<file path="config.mk">
export PLATFORM = sky130hd
export DESIGN_NAME = uart_transmitter
export DESIGN_NICKNAME = d
export VERILOG_FILES = /design/src/rtl/uart_transmitter.sv
export SDC_FILE = /design/constraint.sdc
export NUM_CORES = 1
export LEC_CHECK = 0
export BUFFER_PORTS_ARGS = -buffer_cell sky130_fd_sc_hd__buf_2
export CORE_ASPECT_RATIO = 0.7
export CORE_MARGIN = 3
export CORE_UTILIZATION = 55
export CTS_CLUSTER_DIAMETER = 40
export DETAILED_ROUTE_END_ITERATION = 10
export GPL_TIMING_DRIVEN = 0
export PLACE_DENSITY = 0.76
export REMOVE_ABC_BUFFERS = 1
export SLEW_MARGIN = 20
export SYNTH_ARGS = -nofsm -noshare
export SYNTH_HDL_FRONTEND = slang
export SYNTH_SLANG_ARGS = --single-unit
</file>
<file path="constraint.sdc">
create_clock -name clk -period 2.15 [get_ports clk]
set_clock_uncertainty 0.1 [all_clocks]
set_input_delay 0.1075 -clock clk [delete_from_list [all_inputs] [get_ports clk]]
set_output_delay 0.1075 -clock clk [all_outputs]
set_load 0.1 [all_outputs]
</file>
<file path="src/rtl/uart_transmitter.sv">
`timescale 1ns/1ps
// uart_transmitter: 7-bit UART serializer with a one-entry holding buffer for gapless frames.
// Define UART_TX_HAMMING_EN to Hamming(7,4)-encode in_data[3:0] before it is buffered.
module uart_transmitter #(
  parameter int CLKS_PER_BIT = 8,
  parameter int STOP_BITS    = 1
) (
  input  logic       clk,
  input  logic       rst_n,
  input  logic       ena,
  input  logic [6:0] in_data,
  input  logic       in_valid,
  output logic       in_ready,
  output logic       tx,
  output logic       busy,
  output logic       done,
  output logic [1:0] state_out
);
  typedef enum logic [1:0] {IDLE = 2'b00, START = 2'b01, DATA = 2'b10, STOP = 2'b11} state_t;
  localparam int SW = $clog2(STOP_BITS * CLKS_PER_BIT);
  localparam logic [SW-1:0] BIT_LAST  = SW'(CLKS_PER_BIT - 1);
  localparam logic [SW-1:0] STOP_LAST = SW'(STOP_BITS * CLKS_PER_BIT - 1);
  state_t        r_state, w_state;
  logic [SW-1:0] r_samp, w_samp;
  logic [2:0]    r_bit_cnt, w_bit_cnt;
  logic [6:0]    r_shift, w_shift, r_buf, w_buf, w_code;
  logic          r_tx, w_tx, r_buf_valid, w_buf_valid;
  logic          w_acc, w_bit_end, w_stop_end;
`ifdef UART_TX_HAMMING_EN
  logic [2:0] w_unused;
  assign w_unused = in_data[6:4];
  assign w_code = {in_data[3], in_data[2], in_data[1], in_data[1] ^ in_data[2] ^ in_data[3],
                   in_data[0], in_data[0] ^ in_data[2] ^ in_data[3], in_data[0] ^ in_data[1] ^ in_data[3]};
`else
  assign w_code = in_data;
`endif
  assign in_ready   = rst_n & ena & ~r_buf_valid;
  assign w_acc      = in_valid & in_ready;
  assign w_bit_end  = r_samp == BIT_LAST;
  assign w_stop_end = r_samp == STOP_LAST;
  assign busy       = (r_state != IDLE) | r_buf_valid;
  assign done       = ena & (r_state == STOP) & w_stop_end;
  assign tx         = r_tx;
  assign state_out  = r_state;
  always_comb begin
    w_state     = r_state;
    w_samp      = r_samp;
    w_bit_cnt   = r_bit_cnt;
    w_shift     = r_shift;
    w_tx        = r_tx;
    w_buf       = w_acc ? w_code : r_buf;
    w_buf_valid = r_buf_valid | w_acc;
    case (r_state)
      IDLE: begin
        w_tx = ~r_buf_valid;
        if (r_buf_valid) begin
          w_state     = START;
          w_shift     = r_buf;
          w_buf_valid = 1'b0;
          w_bit_cnt   = 3'd0;
          w_samp      = '0;
        end
      end
      START: begin
        w_samp = w_bit_end ? '0 : r_samp + 1'b1;
        if (w_bit_end) begin
          w_state = DATA;
          w_tx    = r_shift[0];
        end
      end
      DATA: begin
        w_samp = w_bit_end ? '0 : r_samp + 1'b1;
        if (w_bit_end && r_bit_cnt == 3'd6) begin
          w_state = STOP;
          w_tx    = 1'b1;
        end else if (w_bit_end) begin
          w_shift   = r_shift >> 1;
          w_bit_cnt = r_bit_cnt + 3'd1;
          w_tx      = r_shift[1];
        end
      end
      STOP: begin
        w_samp = w_stop_end ? '0 : r_samp + 1'b1;
        // a queued word starts on the very next cycle, so frames abut
        if (w_stop_end && r_buf_valid) begin
          w_state     = START;
          w_shift     = r_buf;
          w_buf_valid = 1'b0;
          w_bit_cnt   = 3'd0;
          w_tx        = 1'b0;
        end else if (w_stop_end) begin
          w_state = IDLE;
          w_tx    = 1'b1;
        end
      end
      default: begin
        w_state = IDLE;
        w_tx    = 1'b1;
      end
    endcase
  end
  always_ff @(posedge clk or negedge rst_n) begin
    if (!rst_n) begin
      r_state     <= IDLE;
      r_samp      <= '0;
      r_bit_cnt   <= 3'd0;
      r_shift     <= 7'd0;
      r_buf       <= 7'd0;
      r_buf_valid <= 1'b0;
      r_tx        <= 1'b1;
    end else if (ena) begin
      r_state     <= w_state;
      r_samp      <= w_samp;
      r_bit_cnt   <= w_bit_cnt;
      r_shift     <= w_shift;
      r_buf       <= w_buf;
      r_buf_valid <= w_buf_valid;
      r_tx        <= w_tx;
    end
  end
endmodule

</file>
==> results of run 1 <==
per-layer routing:
layer	up-vias	part of all wire, %	wire [µm]
met5	-	0	0
met4	0	0.52	13
met3	2	3.8	96
met2	19	49	1240
met1	461	46	1160
li1	443	-	-
final timing paths:
path / endpoint / slack, ps / cells past startpoint
max in group asynchronous: tx / 1510 / 2
hold reg to reg: r_shift[2] / 410 / 1
min in group asynchronous: r_buf_valid / 140 / 2
hold / removal: state_out[0] / 60 / 3
setup / recovery: r_shift[1] / 110 / 6
setup reg to reg: r_shift[1] / 110 / 6
cells in the final DEF (no fill, tap or decap), drive strengths merged, types with 2 or more instances in the layout:
master / Yosys / layout
nor2: 2 / 2
inv: 5 / 5
a21oi: 2 / 2
clkbuf: 1 / 4
nand3: 3 / 3
ha: 10 / 10
buf: 0 / 18
dlygate4sd3: 0 / 8
nand2b: 3 / 3
dfrtp: 23 / 23
nand2: 10 / 10
o21ai: 6 / 6
nand4b: 2 / 2
o41ai: 2 / 2
mux2: 21 / 21
o21bai: 2 / 2
worst min-delay path: stages:
cell,delay [ps]
buf_2,150
nand4_1,120
o2bb2ai_1,80
power by group:
part | internal [mW] | leakage, nW | switching (mW)
sequential | 0.671 | 0.293 | 0.144
combinational | 0.565 | 0.415 | 0.798
clock | 0.188 | 0.0279 | 0.136
cells by family after synthesis:
group                      after synthesis  synth area share, %
adders and majority gates               10                 9.57
muxes                                   22                 18.9
DFF                                     24                 46.0
AOI/OAI and AO/OA                       19                 11.4
and+or+nand+nor                         26                 12.4
buffers and inverters                    6                 1.72
final cells by class:
cell class                      count  area, µm²  area share (%)
Clock buffer                        3       22.5            1.42
Clock inverter                      1       30.0            1.90
Inverter                            5       18.8            1.18
Multi-Input combinational cell     77        686            43.3
Sequential cell                    24        602            38.0
Tap cell                           32       40.0            2.53
Timing Repair Buffer               27        185            11.7
what timing repair did:
item,in CTS,in global routing
gates resized for setup,1,1
setup endpoints to repair,7,6
setup buffers,0,3
hold buffers,8,0
pin swaps,0,1
hold endpoints to repair,30,0
registers in the layout, summed over array words and instances, names as in the netlist:
register,count
r_buf,7
state_out,2
r_buf_valid,1
r_bit_cnt,3
r_shift,7
r_samp,3
tx,1
==> reports/qor.txt, run 1 <==
status - complete, no violations
Rows - 14
most frequent cells after synthesis - dfrtp_1 (23), mux2_2 (19), ha_1 (10), nand2_1 (10), o21ai_0 (6)
die width - 64.3 µm
Clock Path Buffers - 2
Max VDD drop - 0.000694 V
DP Area - 0.00142 mm²
PD cells - 1580 mW/mm²
final cell count without fillers - 169
CP top delay family - simple AND/OR/NAND/NOR gates
Tmin final - 2040 ps
Final Cycle Share - 95.1%
antenna cells - 0
CTS clock-pin slew for the worst setup and hold paths - 130 ps
pre-CTS setup slack - -47.8 ps
first-pass GRT wire length - 4.13 mm
cell area after layout - 0.00158 mm²
I/O pins - 17
vias per inst - 5.47
Slew Limit Headroom - 67.4%
total grt overflow - 0
drt total wl - 2.50 mm
post-synth top area cell - dfrtp_1
mapped cell area - 0.00131 mm²
top cell type's share of synthesized area - 44.0%
Setup CP Type - reg2reg
DRC viols - 0
met1 Track Usage GR - 23.8%
initial drt markers - 70
Crit. End Element - flip-flop
Initial Utilization - 59.2%
min-delay src - ena
Ys Warns - 0
final core area utilization - 71.8%
number of global-route vias before repair - 880
worst path bufs/invs - 0
grt peak-use layer - met2
clock sink count - 24
CP startpoint - r_samp[0]
DIE AREA - 0.00301 mm²
Total GRT Usage - 18.4%
Max H-tree Level - 1
worst skew pair latency - 310 ps
final hold violations - 0
Arrival @ worst endpoint - 2160 ps
setup TNS - 0 ps
Tot Pwr - 2.50 mW
Min Hold Slack - 61.2 ps
CP max stage cell - dfrtp_1
hpwl dp - 1.79 mm
final setup margin - 105 ps
max-slew violations - 0
#FFs+latches synth - 24
syn avg cell area - 12.2 µm²
worst-margin pin slew - 492 ps
cell with the most instances after synthesis - dfrtp_1
largest net degree at the start of global routing - 26
layout cells sized above 1 - 36.5%
slowest stage delay, CP - 410 ps
initial antenna violation count - 0
HP Class - in2reg
Post-synth EDFFs - 0
CTS root buf - clkbuf_4
Synth cell types - 33
Cells after Synth - 107
Final Setup Violations - 0
met3 Use GR - 5.02%
Port Buffer Count - 16
Max Clk Rate - 0.489 GHz
async set-reset flop share out of synthesis - 100%
met2 Resource Use GR - 32.2%
CP max FO - 7
top cells by area, synth - dfrtp_1 (44%), mux2_2 (16%), ha_1 (9.6%), nand2_1 (2.9%), o21ai_0 (2.3%)
Final #Nets - 159
gpl congestion - 0.785
CTS tree - built
register area share after synthesis - 46.0%
placed cell count - 154
DR WL/cell - 14.8 µm
Filler cells - 174
Chip Height - 46.8 µm
Synth Flop Type - dfrtp_1
worst path cell trace - ha_1 > ha_1 > nand2b_1 > nand4b_4 > nor2_4 > mux2_2
vias - 925
total clock buffers created by CTS - 3
reg2reg start - r_samp[0]
most used cell, CP - ha_1
startpoint type of the worst setup path - flip-flop
Lkg Pwr - 0.736 nW
Pre-antenna DRT Iters - 4
Req. time, crit path - 2260 ps
Layout area overhead - 21.1%
antenna-violating nets left - 0
max_cap viols - 0
core area - 0.00221 mm²
(Power assumes the default switching activity.)
==> run 2: changes to the inputs <==
Settings changed: HOLD_SLACK_MARGIN from default to 0.15.
==> run 2 against run 1 <==
Against the previous run:
- clock power hardly changed
- wire length is 4.4% higher
- cell area is 1.9% higher
- critical endpoint unchanged
- largest power group unchanged
==> reports/qor.txt, run 2 (synthesized netlist as in run 1, its figures left out) <==
status - complete, no violations
Max Clk Rate - 0.490 GHz
largest registers - r_buf: 7 flops, r_shift: 7 flops
Crit. End Element - flip-flop
Clock Path Buffers - 2
Filler cells - 170
Setup CP Type - reg2reg
Rows - 14
startpoint type of the worst setup path - flip-flop
largest net degree at the start of global routing - 26
Final #Nets - 162
die width - 64.3 µm
CP max FO - 7
antenna-violating nets left - 0
total grt overflow - 0
initial drt markers - 61
Lkg Pwr - 0.749 nW
DR WL/cell - 15.2 µm
Pre-antenna DRT Iters - 4
placed cell count - 154
clock sink count - 24
Port Buffer Count - 16
Req. time, crit path - 2270 ps
core area - 0.00221 mm²
vias per inst - 5.48
Post-Route M1 WL - 1.18 mm
drt total wl - 2.61 mm
Max VDD drop - 0.000683 V
number of global-route vias before repair - 879
pre-CTS setup slack - -47.8 ps
CTS tree - built
CP max stage cell - dfrtp_1
DIE AREA - 0.00301 mm²
Layout area overhead - 23.4%
layout cells sized above 1 - 35.7%
first-pass GRT wire length - 4.15 mm
Arrival @ worst endpoint - 2160 ps
initial antenna violation count - 0
gpl congestion - 0.785
most used cell, CP - ha_1
metal3 WL - 127 µm
slowest stage delay, CP - 400 ps
antenna cells - 0
CTS clock-pin slew for the worst setup and hold paths - 130 ps
CTS root buf - clkbuf_4
Multi-input gate area - 686 µm²
max_cap viols - 0
Final Setup Violations - 0
Slew Limit Headroom - 59.9%
cell area after layout - 0.00161 mm²
final setup margin - 108 ps
DP Area - 0.00142 mm²
total clock buffers created by CTS - 3
most frequent cells in the layout - dfrtp_1 (23), mux2_2 (19), buf_2 (15)
final cell count without fillers - 172
vias - 943
metal2 WL - 1.30 mm
max-slew violations - 0
Tmin final - 2040 ps
Initial Utilization - 59.2%
Max H-tree Level - 1
worst-margin pin slew - 599 ps
FF+latch area - 602 µm²
DRC viols - 0
PD cells - 1560 mW/mm²
worst path cell trace - ha_1 > ha_1 > nand2b_1 > nand4b_4 > nor2_4 > mux2_2
HP Class - in2async
most common cell after layout, fill and taps aside - dfrtp_1
I/O pins - 17
hpwl dp - 1.79 mm
final hold violations - 0
Total GRT Usage - 18.5%
Final Cycle Share - 95.0%
Chip Height - 46.8 µm
topmost layer with routed signal wires - met4
worst skew pair latency - 320 ps
Tot Pwr - 2.51 mW
[run 2: changes by cell type in the layout (fill, tap and decap cells not counted)]
cell           before  now
dlygate4sd3_1       8   11
[run 2: per-layer routing]
| layer | global-route usage [%] | up-vias |
|---|---|---|
| li1 | - | 451 |
| met1 | 23.9 | 468 |
| met2 | 32.2 | 22 |
| met3 | 5.02 | 2 |
| met4 | 3.78 | 0 |
| met5 | 0 | - |
[run 2: worst max-delay path, delay by kind of cell (launching register included)]
| family | cells | cell delay, ps |
|---|---|---|
| adder cells (fa/ha/maj) | 2 | 440 |
| multiplexers | 1 | 360 |
| flip-flops | 1 | 400 |
| AND/OR/NAND/NOR | 3 | 640 |
[run 2: layout make-up]
cell class / count / share of cell area [%]
flip-flops and latches: 24 / 37.3
inverters: 5 / 1.16
clock inverters: 1 / 1.86
well taps: 32 / 2.48
clock buffers: 3 / 1.40
multi-input cells: 77 / 42.5
repair buffers: 30 / 13.3
[run 2: through the flow]
stage          hold WS [ps]  setup TNS [ps]  util (%)
3_3_place_gp           19.9               0      64.5
5_1_grt                 197           -2.17      73.1
6_report                212               0      73.1
3_5_place_dp           23.7            -269      64.5
2_1_floorplan          -288          -13120         -
4_1_cts                 196               0      71.1
[run 2: timing repair]
action | 4_1_cts | 5_1_grt
pin swaps | 0 | 1
hold buffers | 9 | 2
gates resized for setup | 1 | 1
setup endpoints to repair | 7 | 6
hold endpoints to repair | 37 | 13
setup buffers | 0 | 3
[run 2: path summary, 6_finish.rpt]
path	slack, ps	cells after the start	endpoint	start
min in group clk	260	3	r_buf_valid	in_valid
worst max register to register	110	6	r_shift[1]	r_samp[0]
max in group asynchronous	730	3	r_buf[0]	rst_n
worst max-delay path	110	6	r_shift[1]	r_samp[0]
worst min register to register	410	1	r_shift[2]	r_shift[2]
worst min-delay path	210	2	tx	rst_n
[run 2: power breakdown]
part           switching, mW  internal, mW  total (mW)  leakage [nW]
clock network          0.138         0.188       0.326        0.0279
logic                  0.801         0.568        1.37         0.427
registers              0.146         0.671       0.817         0.293
